==> src/rtl/rpm_pkg.sv <==
// ============================================================================
// Module  : rpm_pkg
// Purpose : Shared constants and FSM encoding for the RPM pulse generator
//           and its window timer.
// Rev     : 1.0  initial release
// ============================================================================
`default_nettype none

package rpm_pkg;

    localparam int C      = 50000000;
    localparam int K      = 5;
    localparam int AW     = 26;
    localparam int RATE_W = 8;
    localparam int CNT_W  = 13;

    typedef enum logic [1:0] {
        IDLE = 2'd0,
        LOW  = 2'd1,
        GAP  = 2'd2
    } state_t;

endpackage

`default_nettype wire

==> src/rtl/rpm_pulse_gen_if.sv <==
// ============================================================================
// Module  : rpm_pulse_gen_if
// Purpose : Rate control and pulse-train outputs of the RPM pulse generator.
//           pulse_count exists only with RPM_GEN_PULSE_CNT_EN defined.
// Rev     : 1.0  initial release
// ============================================================================
`default_nettype none

interface rpm_pulse_gen_if;
    import rpm_pkg::*;

    logic [RATE_W-1:0] rate_in;
    logic              rate_load;
    logic              pulse;
    logic              window_tick;
    logic              overrun;
`ifdef RPM_GEN_PULSE_CNT_EN
    logic [CNT_W-1:0]  pulse_count;

    modport master (output rate_in, rate_load,
                    input  pulse, window_tick, overrun, pulse_count);
    modport slave  (input  rate_in, rate_load,
                    output pulse, window_tick, overrun, pulse_count);
`else
    modport master (output rate_in, rate_load,
                    input  pulse, window_tick, overrun);
    modport slave  (input  rate_in, rate_load,
                    output pulse, window_tick, overrun);
`endif

endinterface

`default_nettype wire

==> src/rtl/rpm_window_timer.sv <==
// ============================================================================
// Module  : rpm_window_timer
// Purpose : Free-running 0..C-1 window counter with a one-cycle tick on the
//           first clock of every window.
// Rev     : 1.0  initial release
// ============================================================================
`default_nettype none

module rpm_window_timer #(
    parameter int C  = 50000000,
    parameter int AW = 26
) (
    input  logic clk,
    input  logic reset,
    output logic win_last,
    output logic window_tick
);

    logic [AW-1:0] win;

    assign win_last = (win == AW'(C - 1));

    always_ff @(posedge clk or negedge reset) begin
        if (!reset) begin
            win         <= '0;
            window_tick <= 1'b0;
        end else begin
            window_tick <= win_last;
            win         <= win_last ? '0 : win + AW'(1);
        end
    end

endmodule

`default_nettype wire

==> src/rtl/rpm_pulse_gen.sv <==
// ============================================================================
// Module  : rpm_pulse_gen
// Purpose : Synthetic active-low coil pulse train, (rate << K) pulses per
//           window of C clocks. Optional RPM_GEN_PULSE_CNT_EN adds pulse_count.
// Rev     : 1.0  initial release
// ============================================================================
`default_nettype none

module rpm_pulse_gen #(
    parameter int C  = rpm_pkg::C,
    parameter int K  = rpm_pkg::K,
    parameter int PW = 1000,
    parameter int AW = rpm_pkg::AW
) (
    input  logic           clk,
    input  logic           reset,
    rpm_pulse_gen_if.slave bus
);
    import rpm_pkg::RATE_W;
    import rpm_pkg::state_t;
    import rpm_pkg::IDLE;
    import rpm_pkg::LOW;
    import rpm_pkg::GAP;

    localparam int          CW    = (PW > 1) ? $clog2(PW) : 1;
    localparam logic [AW:0] C_EXT = (AW + 1)'(C);

    logic              win_last;
    logic              window_tick;
    logic [RATE_W-1:0] shadow;
    logic [RATE_W-1:0] active;
    logic [AW-1:0]     acc;
    logic [AW:0]       sum;
    logic              event_hit;

    state_t            state, state_nx;
    logic [CW-1:0]     cnt, cnt_nx;
    logic              pulse_q, pulse_nx;
    logic              pend, pend_nx;
    logic              overrun_q, overrun_nx;
    logic              issue;

    rpm_window_timer #(
        .C  (C),
        .AW (AW)
    ) u_window_timer (
        .clk         (clk),
        .reset       (reset),
        .win_last    (win_last),
        .window_tick (window_tick)
    );

    assign sum       = {1'b0, acc} + (AW + 1)'({active, {K{1'b0}}});
    assign event_hit = (sum >= C_EXT);

    // Rate changes land only at the window boundary, where the phase restarts.
    always_ff @(posedge clk or negedge reset) begin
        if (!reset) begin
            shadow <= '0;
            active <= '0;
            acc    <= '0;
        end else begin
            if (bus.rate_load)
                shadow <= bus.rate_in;
            if (win_last) begin
                active <= shadow;
                acc    <= '0;
            end else begin
                acc <= AW'(event_hit ? sum - C_EXT : sum);
            end
        end
    end

    always_ff @(posedge clk or negedge reset) begin
        if (!reset) begin
            state     <= IDLE;
            cnt       <= '0;
            pulse_q   <= 1'b1;
            pend      <= 1'b0;
            overrun_q <= 1'b0;
        end else begin
            state     <= state_nx;
            cnt       <= cnt_nx;
            pulse_q   <= pulse_nx;
            pend      <= pend_nx;
            overrun_q <= overrun_nx;
        end
    end

    always_comb begin
        state_nx   = state;
        cnt_nx     = cnt;
        pulse_nx   = pulse_q;
        pend_nx    = pend;
        overrun_nx = overrun_q;
        issue      = 1'b0;
        case (state)
            IDLE: begin
                if (event_hit || pend) begin
                    state_nx = LOW;
                    pulse_nx = 1'b0;
                    cnt_nx   = CW'(PW - 1);
                    issue    = 1'b1;
                    // A simultaneous fresh event takes the place of the one served.
                    pend_nx  = pend & event_hit;
                end
            end
            LOW: begin
                if (cnt == '0) begin
                    pulse_nx = 1'b1;
                    state_nx = GAP;
                end else begin
                    cnt_nx = cnt - CW'(1);
                end
            end
            GAP:     state_nx = IDLE;
            default: begin
                state_nx = IDLE;
                pulse_nx = 1'b1;
            end
        endcase
        if (state != IDLE && event_hit) begin
            if (pend)
                overrun_nx = 1'b1;
            else
                pend_nx = 1'b1;
        end
    end

    assign bus.pulse       = pulse_q;
    assign bus.overrun     = overrun_q;
    assign bus.window_tick = window_tick;

`ifdef RPM_GEN_PULSE_CNT_EN
    import rpm_pkg::CNT_W;

    logic [CNT_W-1:0] win_cnt;
    logic [CNT_W-1:0] pulse_count_q;

    always_ff @(posedge clk or negedge reset) begin
        if (!reset) begin
            win_cnt       <= '0;
            pulse_count_q <= '0;
        end else if (win_last) begin
            pulse_count_q <= win_cnt + CNT_W'(issue);
            win_cnt       <= '0;
        end else begin
            win_cnt <= win_cnt + CNT_W'(issue);
        end
    end

    assign bus.pulse_count = pulse_count_q;
`endif

endmodule

`default_nettype wire

==> src/flat_wrapper.sv <==
// flat-port wrapper written by rule: the top's interface ports become plain ports
module rpm_pulse_gen_flat import rpm_pkg::RATE_W; import rpm_pkg::state_t; import rpm_pkg::IDLE; import rpm_pkg::LOW; import rpm_pkg::GAP;
#(
    parameter int C  = rpm_pkg::C,
    parameter int K  = rpm_pkg::K,
    parameter int PW = 1000,
    parameter int AW = rpm_pkg::AW
)
  (clk, reset, bus_rate_in, bus_rate_load, bus_pulse, bus_window_tick, bus_overrun);
  rpm_pulse_gen_if bus_i ();
  input  logic clk;
  input  logic reset;
  input wire logic [$bits(bus_i.rate_in)-1:0] bus_rate_in;
  input wire logic [$bits(bus_i.rate_load)-1:0] bus_rate_load;
  output wire logic [$bits(bus_i.pulse)-1:0] bus_pulse;
  output wire logic [$bits(bus_i.window_tick)-1:0] bus_window_tick;
  output wire logic [$bits(bus_i.overrun)-1:0] bus_overrun;
  assign bus_i.rate_in = bus_rate_in;
  assign bus_i.rate_load = bus_rate_load;
  assign bus_pulse = bus_i.pulse;
  assign bus_window_tick = bus_i.window_tick;
  assign bus_overrun = bus_i.overrun;
  rpm_pulse_gen #(.C(C), .K(K), .PW(PW), .AW(AW)) u_core (.clk(clk), .reset(reset), .bus(bus_i));
endmodule
==> config.mk <==
export PLATFORM = sky130hd
export DESIGN_NAME = rpm_pulse_gen_flat
export DESIGN_NICKNAME = d
export VERILOG_FILES = /design/src/rtl/rpm_pkg.sv /design/src/rtl/rpm_pulse_gen_if.sv /design/src/rtl/rpm_window_timer.sv /design/src/rtl/rpm_pulse_gen.sv /design/src/flat_wrapper.sv
export SDC_FILE = /design/constraint.sdc
export NUM_CORES = 1
export LEC_CHECK = 0
export CELL_PAD_IN_SITES_DETAIL_PLACEMENT = 1
export CELL_PAD_IN_SITES_GLOBAL_PLACEMENT = 1
export CORE_MARGIN = 1
export CORE_UTILIZATION = 40
export DETAILED_ROUTE_END_ITERATION = 12
export HOLD_SLACK_MARGIN = 0.08
export PLACE_DENSITY = 0.65
export SLEW_MARGIN = 30
export SYNTH_ARGS = -nofsm -noshare
export SYNTH_HDL_FRONTEND = slang
export SYNTH_SLANG_ARGS = --single-unit
==> constraint.sdc <==
create_clock -name clk -period 5.1 [get_ports clk]
set_clock_uncertainty 0.05 [all_clocks]
set_input_delay 0.51 -clock clk [delete_from_list [all_inputs] [get_ports clk]]
set_output_delay 0.51 -clock clk [all_outputs]
set_load 0.01 [all_outputs]
==> results_dict.tcl <==
set metrics [dict create \
    cp_max_fo 22 \
    grt_start_max_net_pins 80 \
    synth_warnings 0 \
    grt_pass1_vias 3465 \
    start_util_pct 41.82 \
    max_freq_mhz 256.0 \
    status "completed" \
    rsz0062_at_grt "no" \
    power.density_nw_per_um2 244.9 \
    hold_path.class "in -> async" \
    leakage_nw 2.190 \
    relSlewSlack_pct 44.84 \
    setup_slack_ns 1.194 \
    via_per_inst 5.539 \
    fp.dieH_um 106.6 \
    syn_nets 465 \
    ios 14 \
    critPathRequiredTime_ns 5.33 \
    ir_drop_mv 0.1213 \
    finalHoldViolCount 0 \
    reg2regPathDepth 12 \
    setup.worst_path.start_class "register" \
    place.port_buffers 13 \
    clockBufferDepth 2 \
    ys.flop_type "dfrtp_1" \
    drt_iter0_markers 119 \
    synth-seq-area-share_pct 45.21 \
    worstPathArrival_ns 4.13 \
    wl_per_cell_um 16.46 \
    antennaDiodeCount 0 \
    period_share_pct 76.59 \
    vias 3296 \
    synth_edf_count 0 \
    path_class "reg -> reg" \
    totalWireLength_um 9792 \
    overflow 0 \
    cts_tree "done" \
    ys_top_cells_by_area "dfrtp_1, xor2_1, xnor2_1, nor2_1, mux2_2" \
    fill_cells 1197 \
    placed_area_um2 4636 \
    async_reset_ff_share_pct 100.0 \
    hold_ws_ns 0.07514 \
    htree_levels 3 \
    pre_cts_ws_ns 1.234 \
    grt_use_total_pct 18.66 \
    regToRegSetupSlack_ns 1.19 \
    hpwlAfterDp_um 6853 \
    dieArea_um2 11360 \
    cap_viol_max_count 0 \
    synthCells 442 \
    numCtsBuffers 9 \
    layout_commonest_cell "dfrtp_1" \
    cts-resized-gates 0 \
    cp-end-kind "register" \
    regArea_um2 1978 \
    ant_nets 0 \
    finish.utilization_pct 46.42 \
    final_cell_mix "dfrtp_1, nor2_1, xor2_1" \
    rr_endpoint "u_core.cnt[9]" \
    rows 37 \
    tns_ns 0 \
    fin_crit_ns 3.906 \
    synth_area_leader_cell "dfrtp_1" \
    insertion_delay_ns 0.36 \
    synth_top_area_share_pct 44.61 \
    r2r_start "u_core.active[0]" \
    ys_ff_latch 79 \
    drc 0 \
    drive_above_1_share_pct 11.98 \
    firstDrtPassIters 4 \
    clock-sinks 79 \
    final_nets 477 \
    slew_viol_final 0 \
    netlist_area_um2 4375 \
    tightest_slew_ns 0.8256 \
    gp_congestion 0.8387 \
    die_w_um 106.6 \
    final-setup-viol-count 0 \
    clk_pin_slew_ns 0.09 \
    grt_pass1_wl_um 16840 \
    cts_setup_buffers 0 \
    ctsHoldBuffers 0 \
    avgSynthCellArea_um2 9.899 \
    core_area_um2 10460 \
    cts_root_buffer "clkbuf_8" \
    multi_input_area_um2 2322 \
    fin_area_um2 4857 \
    ys_types 60 \
    antenna_found_initial 0 \
    areaGrowthSynthToFinish_pct 11.01 \
]
metal layers:
metal / track usage (%) / up-vias / share of wire (%)
li1: - / 1586 / -
met1: 25.03 / 1656 / 48
met2: 30.37 / 41 / 48
met3: 3.161 / 13 / 2.9
met4: 6.751 / 0 / 1.2
met5: 0 / - / 0
cell type report:
class | instances | share of cell area (%)
inverter | 7 | 0.5410
tap | 136 | 3.503
clock buffer | 10 | 2.628
timing repair buffer | 14 | 2.859
sequential | 79 | 40.73
multi-input combinational | 343 | 47.81
clock inverter | 6 | 1.932
worst max-delay path by stage:
stage / start / to / slack, ns
2_1_floorplan: u_core.acc[5] / u_core.acc[15] / 1.81
3_3_place_gp: u_core.acc[5] / u_core.cnt[9] / 1.33
3_5_place_dp: u_core.acc[6] / u_core.cnt[9] / 1.23
4_1_cts: u_core.active[0] / u_core.cnt[9] / 1.15
5_1_grt: u_core.active[0] / u_core.cnt[9] / 0.87
6_report: u_core.active[0] / u_core.cnt[9] / 1.19
worst max-delay path, stage by stage (launching register included):
cell      delay (ns)
dfrtp_1         0.39
ha_1            0.23
fa_1            0.47
a211oi_4        0.34
o31ai_4         0.15
and3_2          0.25
o22ai_2         0.17
nand3b_1        0.20
o41ai_2         0.33
a31o_2          0.52
o31a_1          0.44
a21oi_1         0.13
a31oi_1         0.16
cell families after synthesis:
kind of cell | synth area share (%)
buffers and inverters | 1.830
AND/OR/NAND/NOR | 22.39
flip-flops | 45.21
adder cells (fa/ha/maj) | 3.603
multiplexers | 4.604
AO/OA/AOI/OAI | 11.58
XOR/XNOR | 10.78
registers in the layout, summed over array words and instances (netlist names):
| register | count |
|---|---|
| u_core.acc | 21 |
| u_core.active | 8 |
| u_core.bus.overrun | 1 |
| u_core.bus.pulse | 1 |
| u_core.cnt | 10 |
| u_core.pend | 1 |
| u_core.shadow | 8 |
| u_core.state | 2 |
| u_core.u_window_timer.win | 26 |
| u_core.u_window_timer.window_tick | 1 |
power by group:
part	internal, mW	total [mW]	switching, mW
logic	0.0123	0.0270	0.0147
registers	0.632	0.635	0.00282
clock network	0.280	0.528	0.247
Yosys cell counts, drive strengths merged, types with 2 or more instances:
master and n:
nand2 27, xor2 29, buf 5, and2 3, or3 8, o31a 2
a21oi 19, nor3 20, clkbuf 8, dfrtp 78, ha 11, nor4 3
and4 2, and3 16, nor3b 3, inv 7, nor4b 2, mux2 17
o22ai 3, o31ai 3, a21o 2, nand2b 7, nand4 11, xnor2 24
o21ai 17, nand3 18, a31oi 7, o211ai 5, a211oi 3, nor2 52
a31o 2, or4 2, nor2b 5, nand4b 5, or2 2, o21a 3
through the flow:
| step | total power, mW | cells |
|---|---|---|
| finish | 1.190 | 595 |
| CTS | 1.211 | 595 |
| floorplan | 0.6543 | 442 |
| global placement | 0.6753 | 579 |
| detailed placement | 0.6764 | 579 |
| global route | 1.233 | 595 |
Power figures use the tool's default switching activity.
